## src/rtl/fifo64_rd_unpack_if.sv

```systemverilog
// ---------------------------------------------------------------------------
// fifo64_rd_unpack_if
//   Bundles the FIFO read port and the 32-bit valid/ready output stream of
//   the entropy FIFO read-side unpacker.
//
//   FIFO side   : fifo_empty (to unpacker), fifo_rd_en (from unpacker),
//                 fifo_dout[63:0] (to unpacker, valid 1 cycle after rd_en)
//   Control     : flush (to unpacker, synchronous abort)
//   Stream side : m_data[31:0], m_valid (from unpacker), m_ready (to unpacker)
//   Status      : words_out[CNT_W-1:0], busy (from unpacker)
//
//   master : the unpacker itself
//   slave  : the environment (FIFO, downstream consumer, control)
// ---------------------------------------------------------------------------
interface fifo64_rd_unpack_if #(
  parameter int CNT_W = 32
);
  logic             fifo_empty;
  logic             fifo_rd_en;
  logic [63:0]      fifo_dout;
  logic             flush;
  logic [31:0]      m_data;
  logic             m_valid;
  logic             m_ready;
  logic [CNT_W-1:0] words_out;
  logic             busy;

  modport master (
    input  fifo_empty,
    input  fifo_dout,
    input  flush,
    input  m_ready,
    output fifo_rd_en,
    output m_data,
    output m_valid,
    output words_out,
    output busy
  );

  modport slave (
    output fifo_empty,
    output fifo_dout,
    output flush,
    output m_ready,
    input  fifo_rd_en,
    input  m_data,
    input  m_valid,
    input  words_out,
    input  busy
  );
endinterface

```

## src/rtl/fifo64_rd_unpack.sv

```systemverilog
// ---------------------------------------------------------------------------
// fifo64_rd_unpack
//   Read-side consumer of the 64-bit TRNG entropy FIFO. Pops one 64-bit word
//   when the FIFO is non-empty, and emits it as two 32-bit words on a
//   valid/ready stream. No prefetch: a new pop starts only after both halves
//   of the previous word have been accepted (max 2 words per 5 cycles).
//
//   Parameters
//     HI_FIRST : 0 -> emit bits[31:0] then [63:32]; 1 -> [63:32] then [31:0]
//     CNT_W    : width of the words_out handshake counter (>= 2)
//
//   Ports
//     clk  : system clock, rising edge
//     rst  : asynchronous reset, active-high
//     bus  : fifo64_rd_unpack_if.master
//            fifo_empty/fifo_rd_en/fifo_dout : FIFO read port
//            flush                           : synchronous abort
//            m_data/m_valid/m_ready          : 32-bit output stream
//            words_out                       : completed handshakes (wraps)
//            busy                            : 1 whenever state != IDLE
//
//   All outputs are registered (Moore). flush overrides every transition and
//   discards any held or in-flight word without touching words_out.
// ---------------------------------------------------------------------------
module fifo64_rd_unpack #(
  parameter bit HI_FIRST = 1'b0,
  parameter int CNT_W    = 32
) (
  input  logic                clk,
  input  logic                rst,
  fifo64_rd_unpack_if.master  bus
);

  typedef enum logic [2:0] {
    S_IDLE   = 3'd0,
    S_REQ    = 3'd1,
    S_CAPT   = 3'd2,
    S_FIRST  = 3'd3,
    S_SECOND = 3'd4
  } state_t;

  localparam logic [CNT_W-1:0] CNT_ONE = CNT_W'(1);

  state_t           r_state;
  logic             r_rd_en;
  logic [63:0]      r_hold;
  logic [31:0]      r_data;
  logic             r_valid;
  logic [CNT_W-1:0] r_words;
  logic             r_busy;

  // Half that goes out first for a given 64-bit word.
  function automatic logic [31:0] first_half(input logic [63:0] w);
    if (HI_FIRST) return w[63:32];
    else          return w[31:0];
  endfunction

  // Half that goes out second for a given 64-bit word.
  function automatic logic [31:0] second_half(input logic [63:0] w);
    if (HI_FIRST) return w[31:0];
    else          return w[63:32];
  endfunction

  always_ff @(posedge clk or posedge rst) begin
    if (rst) begin
      r_state <= S_IDLE;
      r_rd_en <= 1'b0;
      r_hold  <= '0;
      r_data  <= '0;
      r_valid <= 1'b0;
      r_words <= '0;
      r_busy  <= 1'b0;
    end else begin
      // rd_en is only ever high for the single cycle spent in REQ.
      r_rd_en <= 1'b0;

      if (bus.flush) begin
        // A word popped in REQ is still in flight and gets dropped here too;
        // the FIFO has already advanced, so that word is gone for good.
        r_state <= S_IDLE;
        r_valid <= 1'b0;
        r_busy  <= 1'b0;
        r_hold  <= '0;
      end else begin
        unique case (r_state)
          S_IDLE: begin
            // fifo_empty is only looked at here; as sole reader we know it
            // cannot flip back to empty while the pop is in progress.
            if (!bus.fifo_empty) begin
              r_state <= S_REQ;
              r_rd_en <= 1'b1;
              r_busy  <= 1'b1;
            end
          end

          S_REQ: begin
            r_state <= S_CAPT;
          end

          S_CAPT: begin
            // FIFO data is registered, so it is valid now, one cycle after
            // the rd_en pulse. Load the first half straight from it.
            r_hold  <= bus.fifo_dout;
            r_data  <= first_half(bus.fifo_dout);
            r_valid <= 1'b1;
            r_state <= S_FIRST;
          end

          S_FIRST: begin
            if (bus.m_ready) begin
              r_data  <= second_half(r_hold);
              r_words <= r_words + CNT_ONE;
              r_state <= S_SECOND;
            end
          end

          S_SECOND: begin
            if (bus.m_ready) begin
              r_valid <= 1'b0;
              r_words <= r_words + CNT_ONE;
              r_state <= S_IDLE;
              r_busy  <= 1'b0;
            end
          end

          default: begin
            r_state <= S_IDLE;
            r_valid <= 1'b0;
            r_busy  <= 1'b0;
          end
        endcase
      end
    end
  end

  assign bus.fifo_rd_en = r_rd_en;
  assign bus.m_data     = r_data;
  assign bus.m_valid    = r_valid;
  assign bus.words_out  = r_words;
  assign bus.busy       = r_busy;

endmodule

```

## src/flat_wrapper.sv

```systemverilog
// flat-port wrapper written by rule: the top's interface ports become plain ports
module fifo64_rd_unpack_flat 
#(
  parameter bit HI_FIRST = 1'b0,
  parameter int CNT_W    = 32
)
  (clk, rst, bus_fifo_empty, bus_fifo_dout, bus_flush, bus_m_ready, bus_fifo_rd_en, bus_m_data, bus_m_valid, bus_words_out, bus_busy);
  fifo64_rd_unpack_if #(.CNT_W(CNT_W)) bus_i ();
  input  logic clk;
  input  logic rst;
  input wire logic [$bits(bus_i.fifo_empty)-1:0] bus_fifo_empty;
  input wire logic [$bits(bus_i.fifo_dout)-1:0] bus_fifo_dout;
  input wire logic [$bits(bus_i.flush)-1:0] bus_flush;
  input wire logic [$bits(bus_i.m_ready)-1:0] bus_m_ready;
  output wire logic [$bits(bus_i.fifo_rd_en)-1:0] bus_fifo_rd_en;
  output wire logic [$bits(bus_i.m_data)-1:0] bus_m_data;
  output wire logic [$bits(bus_i.m_valid)-1:0] bus_m_valid;
  output wire logic [$bits(bus_i.words_out)-1:0] bus_words_out;
  output wire logic [$bits(bus_i.busy)-1:0] bus_busy;
  assign bus_i.fifo_empty = bus_fifo_empty;
  assign bus_i.fifo_dout = bus_fifo_dout;
  assign bus_i.flush = bus_flush;
  assign bus_i.m_ready = bus_m_ready;
  assign bus_fifo_rd_en = bus_i.fifo_rd_en;
  assign bus_m_data = bus_i.m_data;
  assign bus_m_valid = bus_i.m_valid;
  assign bus_words_out = bus_i.words_out;
  assign bus_busy = bus_i.busy;
  fifo64_rd_unpack #(.HI_FIRST(HI_FIRST), .CNT_W(CNT_W)) u_core (.clk(clk), .rst(rst), .bus(bus_i));
endmodule
```

## config.mk

```make
export PLATFORM = sky130hd
export DESIGN_NAME = fifo64_rd_unpack_flat
export DESIGN_NICKNAME = d
export VERILOG_FILES = /design/src/rtl/fifo64_rd_unpack_if.sv /design/src/rtl/fifo64_rd_unpack.sv /design/src/flat_wrapper.sv
export SDC_FILE = /design/constraint.sdc
export NUM_CORES = 1
export LEC_CHECK = 0
export CORE_MARGIN = 3
export CORE_UTILIZATION = 50
export DETAILED_ROUTE_END_ITERATION = 10
export HOLD_SLACK_MARGIN = 0.12
export PLACE_DENSITY_LB_ADDON = 0.05
export SLEW_MARGIN = 10
export SYNTH_ARGS = -nofsm -noshare
export SYNTH_HDL_FRONTEND = slang
export SYNTH_SLANG_ARGS = --single-unit
```

## constraint.sdc

```tcl
create_clock -name clk -period 6.65 [get_ports clk]
set_clock_uncertainty 0.1 [all_clocks]
set_input_delay 1.6625 -clock clk [delete_from_list [all_inputs] [get_ports clk]]
set_output_delay 1.6625 -clock clk [all_outputs]
set_load 0.05 [all_outputs]
```

# Word-level counts from Yosys, hierarchy flattened
# Cells that the tools add are included.
[classes]
add_sub_neg = 1
eq_ne = 10
mux = 18
n_bitwise = 1
n_reduce_logical = 11
[op_table]
columns = ["op", "n"]
rows = [
  ["2-to-1 mux 64 bit", 2],
  ["one-hot mux 32 bit (2 select lines)", 1],
  ["adder 32 x 1 -> 32 bit (second input constant)", 1],
  ["2-to-1 mux 32 bit", 1],
  ["one-hot mux 3 bit (5 select lines)", 1],
  ["2-to-1 mux 3 bit", 4],
  ["AND reduction 3 bit", 4],
  ["!= test 3 bit (second input constant)", 3],
  ["2-to-1 mux 1 bit", 7],
  ["equality test 3 x 2 -> 1 bit (second input constant)", 2],
  ["one-hot mux 1 bit (3 select lines)", 2],
  ["OR reduction 3 bit", 2],
  ["!= test 2 x 1 -> 1 bit (second input constant)", 2],
  ["nonzero test 2 bit", 2],
  ["equality test 3 x 1 -> 1 bit (second input constant)", 1],
  ["equality test 3 bit (second input constant)", 1],
  ["zero test 3 bit", 1],
  ["!= test 2 bit (second input constant)", 1],
  ["AND reduction 2 bit", 1],
  ["OR reduction 2 bit", 1],
  ["inverter 1 bit", 1],
]
[totals]
ff_bits = 134
in_bits = 69
output_inout_bits = 67
word_cells = 48

# Logic depth before layout (Yosys ltp)
[logic_depth]
ltp_word = 4
ltp_mapped = 7
ltp_nobuf = 5

# Worst setup path before layout
# Ideal clock, no wire load.
[synth_timing]
kind = "input to register"
start = "in bus_flush"
end = "reg u_core.r_words[14], in the netlist u_core.bus.words_out[14]"
setup_time_ns = 0.142
t_arrival_ns = 2.942
required_ns = 6.408
path_slack_ns = 3.466
stages = 6
path_buffers = 2
cell_sequence = "clkbuf_1 -> nand2b_1 -> a2111oi_4 -> buf_6 -> nand4_1 -> xnor2_1"
[synth_via]
elab_chain_len = 2
[synth_lines]
columns = ["element", "line", "rtl"]
rows = [
  ["start, declared", "flat_wrapper.sv:13", "input wire logic [$bits(bus_i.flush)-1:0] bus_flush;"],
  ["inverter 1 bit (no line)", "n/a", ""],
  ["AND reduction 3 bit (no line)", "n/a", ""],
  ["end signal, assigned", "fifo64_rd_unpack.sv:112", "r_words <= r_words + CNT_ONE;"],
  ["end signal, assigned", "fifo64_rd_unpack.sv:120", "r_words <= r_words + CNT_ONE;"],
  ["end, declared", "fifo64_rd_unpack.sv:49", "logic [CNT_W-1:0] r_words;"],
]
# No other way between the ends.
# A chain may end at the register's enable or synchronous reset.

# Worst setup path after layout
[layout_timing]
start = "in bus_flush"
end = "reg u_core.r_words[16], in the netlist u_core.bus.words_out[16]"
# Same word-level chain as after synthesis.

==> results.yml <==
run_status:
  outcome: "finished, final reports clean"
clock_network:
  cts-root-buf: "clkbuf_8"
  post_cts_resized: 0
  postCtsHoldBufs: 0
  cts_tree: "yes"
  cts_buffers: 9
  cts-htree-levels: 3
  cts_num_sinks: 102
  clk_latency_ns: 0.35
  clockBufferDepth: 2
  cts.clk_slew.worst_paths_ns: 0.10
  postCtsSetupBuffers: 0
timing:
  worstMarginPinSlew_ns: 0.873
  setup_viol: 0
  rsz0062_at_grt: "no"
  finalHoldViolations: 0
  slew_headroom: 0.413
  fmax_mhz: 274
  tns_ns: 0
  drv_slew: 0
  fin_crit_sh: 0.548
  fin_crit_ns: 3.64
placement:
  place_congestion: 0.784
  dp.cells: 602
  portBuffers: 135
  hpwl_um: 7060
critical_path:
  worstPathMaxFanout: 13
  startpoint_type: "input pin"
  endpoint_kind: "register"
  worst-path-buf-inv: 1
  crit_family: "compound AO/OA/AOI/OAI gates"
  arrival_ns: 3.79
  cp_cell_sequence: "clkdlybuf4s50_1, nand2b_1, a2111oi_4, nand4_1, xnor2_1"
  slowest_stage: "a2111oi_4"
  crit_type: "input pin to register"
  critPathMaxStageDelay_ns: 0.72
  cp.required_ns: 6.79
die:
  rows: 33
  die_area_um2: 9970
  fp.dieH_um: 99.9
  start_util: 0.526
  core_area_um2: 8380
  die_w_um: 99.9
  ios: 136
synthesis:
  ys_warn_count: 0
  ys_seq_elements: 102
  avgSynthCellArea_um2: 11.6
  ys_seq_area_frac: 0.579
  synth_cell_type_count: 32
  synth_fp_nets: 449
  syn_inst: 379
  syn_area_um2: 4410
flow_run:
  max_cap_violations: 0
routing:
  routedWlPerCell_um: 16.6
  antenna_left: 0
  drcViolationCount: 0
  viasPerCell: 5.56
  drt-total-wl_um: 10300
  vias: 3435
  first_iter_violations: 133
  dr.pass1.iters: 4
hold_path:
  min_path_type: "register to register"
final_layout:
  nets: 578
  area_delta_synth_final_pct: 36.9
  antenna_cells: 0
  drive_gt1_frac: 0.0604
  final_cells: 618
pwr:
  vdd_drop_max_v: 0.000211
  powerDensity_nw_per_um2: 297
  power_leakage_nw: 2.70
global_routing:
  track_usage: 0.212
  grt.overflow.total: 0
  antenna_found_initial: 0
  grt_pass1_wl_um: 16900
  grt_max_degree: 65
  grt_pass1_vias: 3408
## final timing paths
kind                                                        end  depth (start not counted)                            startpoint  slack [ns]
min                        u_core.bus.words_out[31]$_DFFE_PP0P_                          1  u_core.bus.words_out[31]$_DFFE_PP0P_        0.38
min reg2reg                u_core.bus.words_out[31]$_DFFE_PP0P_                          1  u_core.bus.words_out[31]$_DFFE_PP0P_        0.38
max reg2reg                u_core.bus.words_out[16]$_DFFE_PP0P_                          5         u_core.r_state[2]$_DFFE_PP0P_        4.24
min in group asynchronous        u_core.bus.m_valid$_DFFE_PP0P_                          2                                   rst        1.64
max                        u_core.bus.words_out[16]$_DFFE_PP0P_                          5                             bus_flush        3.01
max in group asynchronous         u_core.r_hold[46]$_DFFE_PP0P_                          3                                   rst        3.72
## state kept, by name, summed over array words and instances (netlist names)
| name | flops |
|---|---|
| u_core.r_hold | 32 |
| u_core.r_state | 3 |
| u_core.bus.words_out | 32 |
| u_core.bus.fifo_rd_en | 1 |
| u_core.bus.m_valid | 1 |
| u_core.bus.busy | 1 |
| u_core.bus.m_data | 32 |
## per-stage QoR
stage | area [um^2] | power (mW) | hold slack [ns] | setup WS (ns) | util
after floorplan | 4410 | 1.19 | 0.372 | 2.21 | -
after global placement | 5840 | 1.43 | 0.372 | 2.67 | 0.697
after detailed placement | 5840 | 1.44 | 0.376 | 2.62 | 0.697
after CTS | 6030 | 1.81 | 0.390 | 3.01 | 0.719
after global routing | 6030 | 1.88 | 0.422 | 2.87 | 0.719
final | 6030 | 1.79 | 0.384 | 3.01 | 0.719
## cell families after synthesis
| group | after synthesis | synth area share |
|---|---|---|
| AOI/OAI and AO/OA | 76 | 0.130 |
| xor gates and xnor gates | 31 | 0.0616 |
| adders and majority gates | 1 | 0.00284 |
| buffers and inverters | 26 | 0.0270 |
| DFF | 102 | 0.579 |
| muxes | 33 | 0.0753 |
| and+or+nand+nor | 110 | 0.124 |
## Yosys cell counts
master     number  share of area
a2111oi_2       1         0.0034
ha_1            1         0.0028
or3b_4          1         0.0026
nand2b_1        2         0.0028
buf_6           2         0.0051
and3_1          9          0.013
nand3_1        13          0.015
nor2_1         42          0.036
mux2_2          1         0.0026
xor2_1          1         0.0020
nand2_1        13          0.011
mux2i_1        32          0.073
a2111oi_4       2          0.012
nand4_1        17          0.024
a2bb2oi_1       1         0.0020
inv_1           4         0.0034
a21oi_2         1         0.0020
nor4_1          4         0.0057
nand3b_1        1         0.0017
o21ai_0         1         0.0011
a211oi_2        1         0.0028
a22o_1         32          0.064
clkbuf_1       15          0.013
xnor2_1        30          0.060
a21oi_1        36          0.041
buf_2           4         0.0045
dfrtp_1       102           0.58
clkbuf_2        1         0.0011
nor3_1          3         0.0034
o22ai_1         1         0.0014
or2_2           1         0.0014
nand4b_1        4         0.0080
## placed cells by master, fill, tap and decap left out, drive strengths merged, types with 9 or more instances in the layout
cell type and count:
xnor2 30, nand4 17, nor2 42, mux2i 32, nand2 13, dfrtp 102
and3 9, clkdlybuf4s50 135, a22o 32, clkbuf 10, a21oi 37, nand3 13
## layout make-up
class	instances	area (um^2)
Clock inverter	6	62.6
Multi-Input combinational cell	251	1750
Sequential cell	102	2550
Clock buffer	10	128
Tap cell	105	131
Fill cell	632	2350
Inverter	4	17.5
Timing Repair Buffer	140	1390
## power by group
group | total, mW | internal, mW | leakage, nW | switching, mW
combinational | 0.647 | 0.230 | 1.29 | 0.417
sequential | 0.772 | 0.712 | 1.32 | 0.0601
clock | 0.375 | 0.174 | 0.100 | 0.201
## layer usage
layer / track usage / part of all wire
met5: 0 / 0
met4: 0.0683 / 0.016
met3: 0.0521 / 0.063
met2: 0.345 / 0.49
met1: 0.282 / 0.44
Power figures use the tool's default switching activity.
